--- src/rtl/pc_fetch.sv ---
// Program counter owner and single-outstanding instruction fetch handshake (RST -> FETCH -> DELIVER -> ...).
// Optional fetch timeout is built when FETCH_TIMEOUT_EN is defined; otherwise fetch_err is tied low.
module pc_fetch #(
    parameter logic [15:0] RESET_PC       = 16'h0000,
    parameter int unsigned TIMEOUT_CYCLES = 255
) (
    input  logic        clk,
    input  logic        rst,
    input  logic [15:0] pc_next,
    output logic [15:0] pc_cur,
    output logic        imem_req,
    output logic [15:0] imem_addr,
    input  logic        imem_ready,
    input  logic [15:0] imem_data,
    output logic [15:0] instr,
    output logic        instr_valid,
    input  logic        instr_accept,
    input  logic        hlt_in,
    output logic        halted,
    output logic        fetch_err
);

    localparam logic [1:0] ST_RST     = 2'd0;
    localparam logic [1:0] ST_FETCH   = 2'd1;
    localparam logic [1:0] ST_DELIVER = 2'd2;
    localparam logic [1:0] ST_HALT    = 2'd3;

    logic [1:0]  state_q, state_d;
    logic [15:0] pc_q, pc_d;
    logic [15:0] instr_q, instr_d;
    logic        valid_q, valid_d;
    logic        halted_q, halted_d;

`ifdef FETCH_TIMEOUT_EN
    localparam int CNT_W = (TIMEOUT_CYCLES < 256) ? 8 : $clog2(TIMEOUT_CYCLES + 1);

    logic [CNT_W-1:0] cnt_q, cnt_d;
    logic             err_q, err_d;
    logic             timeout_hit;

    // The count reached on this edge, not the stored one, decides the timeout.
    assign timeout_hit = (32'(cnt_q) + 32'd1) >= TIMEOUT_CYCLES;
`endif

    always_comb begin
        state_d  = state_q;
        pc_d     = pc_q;
        instr_d  = instr_q;
        valid_d  = valid_q;
        halted_d = halted_q;
`ifdef FETCH_TIMEOUT_EN
        cnt_d    = cnt_q;
        err_d    = err_q;
`endif
        case (state_q)
            ST_RST: begin
                state_d = ST_FETCH;
`ifdef FETCH_TIMEOUT_EN
                cnt_d   = '0;
`endif
            end
            ST_FETCH: begin
                if (imem_ready) begin
                    instr_d = imem_data;
                    valid_d = 1'b1;
                    state_d = ST_DELIVER;
                end else begin
`ifdef FETCH_TIMEOUT_EN
                    if (timeout_hit) begin
                        err_d    = 1'b1;
                        halted_d = 1'b1;
                        state_d  = ST_HALT;
                    end else begin
                        cnt_d = cnt_q + {{(CNT_W-1){1'b0}}, 1'b1};
                    end
`endif
                end
            end
            ST_DELIVER: begin
                if (instr_accept) begin
                    valid_d = 1'b0;
                    if (hlt_in) begin
                        halted_d = 1'b1;
                        state_d  = ST_HALT;
                    end else begin
                        pc_d    = pc_next;
                        state_d = ST_FETCH;
`ifdef FETCH_TIMEOUT_EN
                        cnt_d   = '0;
`endif
                    end
                end
            end
            default: begin
                // HALT is terminal until reset.
                state_d = ST_HALT;
            end
        endcase
    end

    always_ff @(posedge clk) begin
        if (rst) begin
            state_q  <= ST_RST;
            pc_q     <= RESET_PC;
            instr_q  <= 16'h0000;
            valid_q  <= 1'b0;
            halted_q <= 1'b0;
        end else begin
            state_q  <= state_d;
            pc_q     <= pc_d;
            instr_q  <= instr_d;
            valid_q  <= valid_d;
            halted_q <= halted_d;
        end
    end

`ifdef FETCH_TIMEOUT_EN
    always_ff @(posedge clk) begin
        if (rst) begin
            cnt_q <= '0;
            err_q <= 1'b0;
        end else begin
            cnt_q <= cnt_d;
            err_q <= err_d;
        end
    end

    assign fetch_err = err_q;
`else
    assign fetch_err = 1'b0;
`endif

    assign imem_req    = (state_q == ST_FETCH);
    assign imem_addr   = pc_q;
    assign pc_cur      = pc_q;
    assign instr       = instr_q;
    assign instr_valid = valid_q;
    assign halted      = halted_q;

endmodule
--- config.mk ---
export PLATFORM = sky130hd
export DESIGN_NAME = pc_fetch
export DESIGN_NICKNAME = d
export VERILOG_FILES = /design/src/rtl/pc_fetch.sv
export SDC_FILE = /design/constraint.sdc
export NUM_CORES = 1
export LEC_CHECK = 0
export CORE_MARGIN = 4
export CORE_UTILIZATION = 39
export CTS_BUF_LIST = sky130_fd_sc_hd__clkbuf_4
export CTS_CLUSTER_DIAMETER = 200
export DETAILED_ROUTE_END_ITERATION = 12
export GPL_TIMING_DRIVEN = 0
export PLACE_DENSITY = 0.91
export SLEW_MARGIN = 0
export SYNTH_ARGS = -nofsm -noshare
export SYNTH_HDL_FRONTEND = slang
export SYNTH_SLANG_ARGS = --single-unit
--- constraint.sdc ---
create_clock -name clk -period 1.4 [get_ports clk]
set_input_delay 0.28 -clock clk [delete_from_list [all_inputs] [get_ports clk]]
set_output_delay 0.28 -clock clk [all_outputs]
set_load 0.01 [all_outputs]
After elaboration in Yosys (flattened, before gate mapping)

Cells that the tools add are included.

Add/sub/neg operators: 0
$mul: 0
Div/mod/pow operators: 0
Order comparisons: 0
Eq/ne operators: 4
Shift-type cells: 0
Multiplexer cells: 7
Bitwise operators: 1
Reduce and logical (&&, ||, !) cells: 7

Operators with widths:

| kind                                                                     | count |
|---|---|
| 3-bit AND reduction                                                      | 3 |
| 2-bit two-way mux                                                        | 3 |
| 2-bit one-hot mux with 3 select lines                                    | 1 |
| 2-bit AND reduction                                                      | 2 |
| 2-bit by 1-bit equality test with 1-bit output (second input constant)   | 1 |
| 2-bit equality test (second input constant)                              | 1 |
| 2-bit zero test                                                          | 1 |
| 1-bit two-way mux                                                        | 2 |
| 2-bit by 1-bit inequality test with 1-bit output (second input constant) | 1 |
| 2-bit inequality test (second input constant)                            | 1 |
| 1-bit one-hot mux with 2 select lines                                    | 1 |
| 2-bit nonzero test                                                       | 1 |
| 1-bit NOT                                                                | 1 |

Register bits after elaboration: 36
Latch bits: 0
Bits in writable memories: 0
ROM bits: 0
Input port bits: 37
Output and inout port bits: 52
Memories: 0

Depth between registers and ports, before layout

Gate-level depths: netlist of run 1.

Depth in word-level cells: 3
Depth in mapped cells: 6

Least setup slack after synthesis of run 1

No wires, ideal clock.

Kind: register to register
From: reg state_q[1]
To: reg pc_q[11] (netlist: imem_addr[11])
Arrival time: 0.988 ns
Setup slack: 0.277 ns
Stages on the path, launching flop included: 7
Path buffers: 3
Period minus slack after synthesis: 1.123 ns
Cell sequence: dfxtp_1 buf_6 and4bb_1 buf_4 buf_8 nand2_1 a21oi_2

Cells in the longest elaborated chain, start to end: 2

RTL lines:

| item                          | RTL line | source |
|---|---|---|
| start: declaration            | 28       | `logic [1:0] state_q, state_d;` |
| start signal: assignment      | 109      | `state_q <= state_d;` |
| 2-bit equality test           | 55       | `case (state_q)` |
| 3-bit AND reduction (no line) | -        |  |
| end signal: assignment        | 110      | `pc_q <= pc_d;` |
| end: declaration              | 29       | `logic [15:0] pc_q, pc_d;` |

No other way between the ends.
A chain may end at the register's enable or synchronous reset.

Final worst setup path of run 1

From: reg pc_q[7] (netlist: imem_addr[7])
To: out pc_cur[7]

RTL lines:

| item             | RTL line | source |
|---|---|---|
| end: declaration | 10       | `output logic [15:0] pc_cur,` |

No word-level cell between the ends.

==> out/results.txt, run 1 <==
The first TritonRoute pass finished after 4 iterations. The floorplan step defined a die boundary enclosing 0.00493 sq mm. The tightest min-delay check is of the primary input to register type. After routing the design area is 0.00245 sq mm. The global placement routability congestion was 0.756. CTS saw 36 sinks.

The logs give 0.0136 ns for the clock skew and 0.00114 uW for the reported leakage power. The area added between synthesis and finish was 62.0%; the die height was 70.2 microns. The start-to-end type of the worst setup path is register to primary output. Power spread over the standard cell area amounts to 789 mW/mm^2. The number of buffers and inverters on the critical path is 2. Proportion of register bits with asynchronous set or reset after synthesis: 0. Entering global routing, the biggest net connects 12 pins. The tool flagged a number of max-cap violations equal to 0. After floorplanning, the core was divided into 22 placement rows. For the post-synthesis sequential area ratio, the log shows 0.477. Maximum level of the CTS H-tree: 2. Setup repair after global routing left no endpoint under its margin. The number of antenna diodes in the final layout is 0. The clock-pin slew reported for the worst setup and hold paths after clock tree synthesis works out to 0.11 ns.

Of all nets on the critical path, the largest fanout is 3. Counting buffers and inverters, the worst setup path is 2 cells deep. Top-level I/O count: 89. The fraction of layout cells with a size suffix above 1 was 0.237. For the initial antenna violation count, the log shows 0.

The number of remaining DRC errors came out at 0. Counting along the longest clock path gives a buffer depth of 2. For the utilization of the core after routing, the log shows 0.663. Using the TritonRoute via totals, the vias-per-cell ratio works out to 4.61.

The mean post-synth cell area is 8.39 sq um, and the final critical path time including I/O delays and setup is 1.36 ns. The first routing iteration left 81 violations. The period utilization is 0.975.

Among cell families on the critical path, the largest total delay comes from buffers and inverters. The number of placed instances, taps included, is 314. Global routing finished with a remaining overflow of 0.

The floorplan core area is 0.00369 sq mm, and the number of instances in the synthesized netlist is 180. For the overall routed net length, the log shows 3970 microns. The flow ran to the end, and the final reports show no timing, DRC or antenna violations. Yosys attributes the largest share of cell area to dfxtp_1, nand2_1, buf_4.

The summed instance area of the synthesized netlist came out at 0.00151 sq mm. For the final cell count without fillers, the log shows 322. The via count of the first global-routing pass is 1,533, and the share of the synthesized area in the top cell type is 0.477.

Setup slack on the critical path of the routed design comes to 0.0354 ns. The tools report the kind of end point of the critical path as a primary output. The critical path goes through buf_4 -> dlygate4sd2_1.

Measured in cells, the most critical reg-to-reg path has a length of 5. STA classifies the critical path startpoint as a register. The placed instances occupy a cell area of 0.00243 sq mm. The largest stage delay on the critical path came out at 0.35 ns. The final routed wire length divided by cell count was 12.3 microns.

The HPWL after detailed placement is 3110 microns, and the port buffer count is 86. Via total after detailed routing: 1,484. For the starting density of the core, the log shows 0.409. The total count of hold-check failures in the final report came out at 0.

In this run the remaining antenna-violating nets after routing total 0. The logs give 1.08 ns for the critical path arrival and -0.263 ns for the worst setup slack after placement. The run gives 217 as the number of nets in the synthesized netlist. The cell taking the most area after synthesis was dfxtp_1. The run gives 0.433 mV as the worst IR drop on VDD.

Yosys printed 0 warnings. Total routing resource utilization after global routing: 0.165. The run gives 0.639 as the relative slew slack. Ranked by instance count, the synthesized netlist is headed by nand2_1, dfxtp_1, a21oi_1, buf_4, a21oi_2.

At the end of the flow, the number of nets in the layout was 310. The number of setup violations in the final report was 0; the actual slew at the worst max-slew pin was 0.541 ns. The tree is rooted in a clkbuf_4. The worst hold path depth was 2. TritonCTS built the clock tree. Yosys mapped a number of flops with a built-in enable equal to 0.

The run gives 6520 microns as the global-route wire length before repair. For this design, the slowest cell found on the critical path is dfxtp_2. For the final max-slew violation count, the log shows 0. nand2_1 is the most common cell in the netlist.

The post-synthesis register bit count is 36, and the highest attainable clock frequency is 733 MHz. The floorplan step set the die width to 70.2 microns. The insertion delay to the later sink of the worst-skew pair is 0.34 ns. For the worst setup path, the data required time is 1.12 ns. Final hold analysis gives a worst-case slack of 0.215 ns. The synthesized netlist contains 22 unique library cells. The most used flip-flop cell after synthesis is dfxtp_1. TritonCTS created 5 clock buffers.
==> final cells by class <==
type                       instances  area (sq um)
buffer                            29           225
clock buffer                       5          37.5
clock inverter                     3          13.8
fill                             358          1240
inverter                           2          7.51
multi-input combinational        113           557
sequential                        36           746
tap                               48          60.1
timing repair buffer              86           800
==> through the flow <==
stage	setup TNS [ns]	power (uW)
detailed placement	-4.06	1470
finish	0	1930
floorplan	0	1260
global route	0	2020
global placement	-3.20	1460
CTS	0	1960
==> layout by cell type (no fill, tap or decap), types with 2 or more instances in the layout <==
cell type         n
a21oi_2          10
a21oi_1          24
clkdlybuf4s15_1   5
buf_4            20
buf_8             2
clkinv_2          2
dfxtp_1          18
buf_6             2
inv_1             2
buf_2             3
dlygate4sd2_1    45
clkdlybuf4s50_1  35
clkbuf_4          5
dfxtp_2          17
nand2_1          66
o21ai_0           3
nor2_1            2
==> state kept, by name, summed over array words and instances, names as in the netlist <==
signal	count
instr	16
instr_valid	1
halted	1
state_q	2
imem_addr	16
==> cell families after synthesis <==
group           Yosys count  share of synthesized area
simple gates             73                      0.203
buf+inv                  31                      0.154
compound gates           39                      0.163
flops                    36                      0.477
other cells               1                    0.00248
==> path summary, 6_finish.rpt <==
check | from | endpoint | slack (ns)
worst max-delay path | imem_addr[7]$_SDFFE_PP0P_ | pc_cur[7] | 0.04
worst min-delay path | rst | imem_addr[2]$_SDFFE_PP0P_ | 0.22
worst max register to register | state_q[1]$_SDFFE_PP0P_ | instr[6]$_SDFFE_PP0P_ | 0.14
worst min register to register | instr[0]$_SDFFE_PP0P_ | instr[0]$_SDFFE_PP0P_ | 0.45
==> layer usage <==
metal,GRT usage,share of wire,vias up
met5,0,0,-
met4,0.0702,0.013,0
met3,0.0518,0.074,5
met2,0.294,0.49,63
met1,0.178,0.42,666
li1,-,-,750
==> report_power, final <==
| group | switching (uW) | internal (uW) |
|---|---|---|
| registers | 22.4 | 1060 |
| logic | 138 | 189 |
| clock network | 332 | 184 |
| total | 493 | 1440 |
==> timing repair <==
action / in CTS / in global routing
hold buffers: 0 / 0
setup endpoints to repair: 51 / 5
resized for setup: 73 / 5
setup buffers: 0 / 0
(Power assumes the default switching activity.)
==> run 2, diff against run 1 <==
--- a/config.mk
+++ b/config.mk
@@ -5,13 +5,15 @@
 export SDC_FILE = /design/constraint.sdc
 export NUM_CORES = 1
 export LEC_CHECK = 0
+export CELL_PAD_IN_SITES_DETAIL_PLACEMENT = 1
+export CELL_PAD_IN_SITES_GLOBAL_PLACEMENT = 1
 export CORE_MARGIN = 4
-export CORE_UTILIZATION = 39
+export CORE_UTILIZATION = 27
 export CTS_BUF_LIST = sky130_fd_sc_hd__clkbuf_4
 export CTS_CLUSTER_DIAMETER = 200
 export DETAILED_ROUTE_END_ITERATION = 12
 export GPL_TIMING_DRIVEN = 0
-export PLACE_DENSITY = 0.91
+export PLACE_DENSITY_LB_ADDON = 0.1
 export SLEW_MARGIN = 0
 export SYNTH_ARGS = -nofsm -noshare
 export SYNTH_HDL_FRONTEND = slang
==> out/results.txt, run 2 (synthesis gave the netlist of run 1 again) <==
The run finished with clean final reports. STA classifies the critical path startpoint as a register. The multi-input combinational cells in the finished layout cover a total of 557 sq um. The logs give 3400 microns for the HPWL after detailed placement and 0.00114 uW for the reported leakage power. The final net count came out at 310. Power spread over the standard cell area amounts to 796 mW/mm^2. For the number of remaining DRC errors, the log shows 0. The worst setup path is of the register to primary output kind. For the pin with the worst max-slew slack, the measured transition is 0.541 ns. The port buffer count is 86, and the clock-pin slew reported for the worst setup and hold paths after clock tree synthesis is 0.11 ns. The mean number of vias per cell came out at 4.24. The root buffer cell chosen for the clock tree is clkbuf_4. The fraction of layout cells with a size suffix above 1 was 0.234. The worst path in the final design needs a cycle of 1.34 ns, including I/O delays and setup. The tools report the clock skew as 0.00825 ns.

The total routing resource utilization after global routing came out at 0.134. The longest clock path from root to sink contains 2 buffers. Setup repair after global routing left no endpoint under its margin.

Counting the fill cells in the layout gives 642. In this run the worst path has a maximum fanout of 3. For the final max-slew violation count, the log shows 0.

The number of setup violations in the final report came out at 0. After layout, the design draws a total of 1970 uW. TritonCTS created 5 clock buffers.

Across the run, the number of max-cap violations was 0. The quantity of hold-fixing buffers added after cts was 0; the number of cell rows was 26. CTS built an H-tree with a depth of 2. The via count of the first global-routing pass was 1,464. At the later pin of the worst-skew pair, clock insertion delay measures 0.32 ns. The highest attainable clock frequency was 745 MHz. The die width came out at 82.8 microns.

Leaving out fill and tap cells, the most frequent cells in the layout are nand2_1, dlygate4sd2_1, clkdlybuf4s50_1. The logs give 0.00527 sq mm for the floorplan core area and 16 for the number of DRC violations after detailed-routing iteration 0. The detail route stage leaves a number of antenna-violating nets equal to 0. The logs give 2 for the first-pass iteration count of the detailed router and 0.639 for the relative slew slack. The period utilization came out at 0.959. Class of the most critical hold timing path: primary input to register. The first global-routing pass estimated 6960 microns of wire. At the worst endpoint, the arrival time is 1.06 ns.

Required time reported for the critical path endpoint: 1.12 ns. The number of sinks on the clock net was 36; the worst IR drop on VDD was 0.294 mV. The total count of hold-check failures in the final report is 0. TritonCTS built the clock tree.

The final routed wire length divided by cell count came out at 12.5 microns. For this design the top-level I/O count stands at 89. The run gives 1,459 as the via total after detailed routing. For the utilization of the core after routing, the log shows 0.470.

The area added between synthesis and finish is 64.0%, and the global placement routability congestion is 0.705. The number of antenna diodes in the final layout is 0. The most common library cell in the layout ignoring fill and taps is nand2_1.

Entering global routing, the biggest net connects 11 pins. The tools report the kind of end point of the critical path as a primary output. The starting density of the core was 0.287. Area of the die: 0.00685 sq mm. Measured along the y axis, the die boundary spans 82.8 microns. For the area occupied by registers, the log shows 744 sq um. The overall routed net length was 4300 microns; the total global routing overflow was 0. The tools report the initial antenna violation count as 0.
run 2: cell types whose count changed in the layout (fill, tap and decap cells not counted), sizes merged:
cell / change
clkbuf: +2
clkinv: -2
clkdlybuf4s15: -1
dlygate4sd2: +1
run 2: final timing paths:
kind / start / to / slack, ns / cells past startpoint
hold reg to reg: instr[12]$_SDFFE_PP0P_ / instr[12]$_SDFFE_PP0P_ / 0.46 / 2
hold / removal: rst / imem_addr[2]$_SDFFE_PP0P_ / 0.24 / 2
setup reg to reg: state_q[1]$_SDFFE_PP0P_ / instr[11]$_SDFFE_PP0P_ / 0.15 / 5
setup / recovery: imem_addr[10]$_SDFFE_PP0P_ / pc_cur[10] / 0.06 / 2
run 2: critical path, cell delays in order, from the launching register on:
cell and delay (ns):
dfxtp_2 0.34, buf_4 0.12, dlygate4sd2_1 0.28
run 2: final cells by class:
type,instances,share of cell area
sequential,36,0.301
timing repair buffer,86,0.322
multi-input combinational,113,0.225
clock buffer,7,0.0212
tap,70,0.0354
clock inverter,1,0.00152
inverter,2,0.00303
buffer,29,0.0910
run 2: per-stage QoR:
stage	cell area [sq um]	cells	setup TNS (ns)	setup slack, ns	hold WS (ns)
CTS	2470	344	0	0.0294	0.230
global route	2480	344	0	0.000669	0.239
global placement	2460	336	-3.49	-0.208	0.443
floorplan	1510	180	0	0.277	0.416
finish	2480	344	0	0.0571	0.243
detailed placement	2460	336	-3.84	-0.224	0.450
run 2: routing by layer:
metal	GRT usage	share of wire
met1	0.173	0.45
met2	0.218	0.47
met3	0.0389	0.073
met4	0.0343	0.0070
met5	0	0
run 2: power breakdown:
part	leakage [uW]	internal (uW)	switching, uW	total, uW
clock network	0.0000338	232	326	558
logic	0.000809	189	140	329
registers	0.000301	1060	22.6	1080
run 2: repair_timing:
action                     4_1_cts  5_1_grt
pin swaps                        0        0
gates resized for setup         71        5
setup endpoints to repair       51        5
setup buffers                    0        0
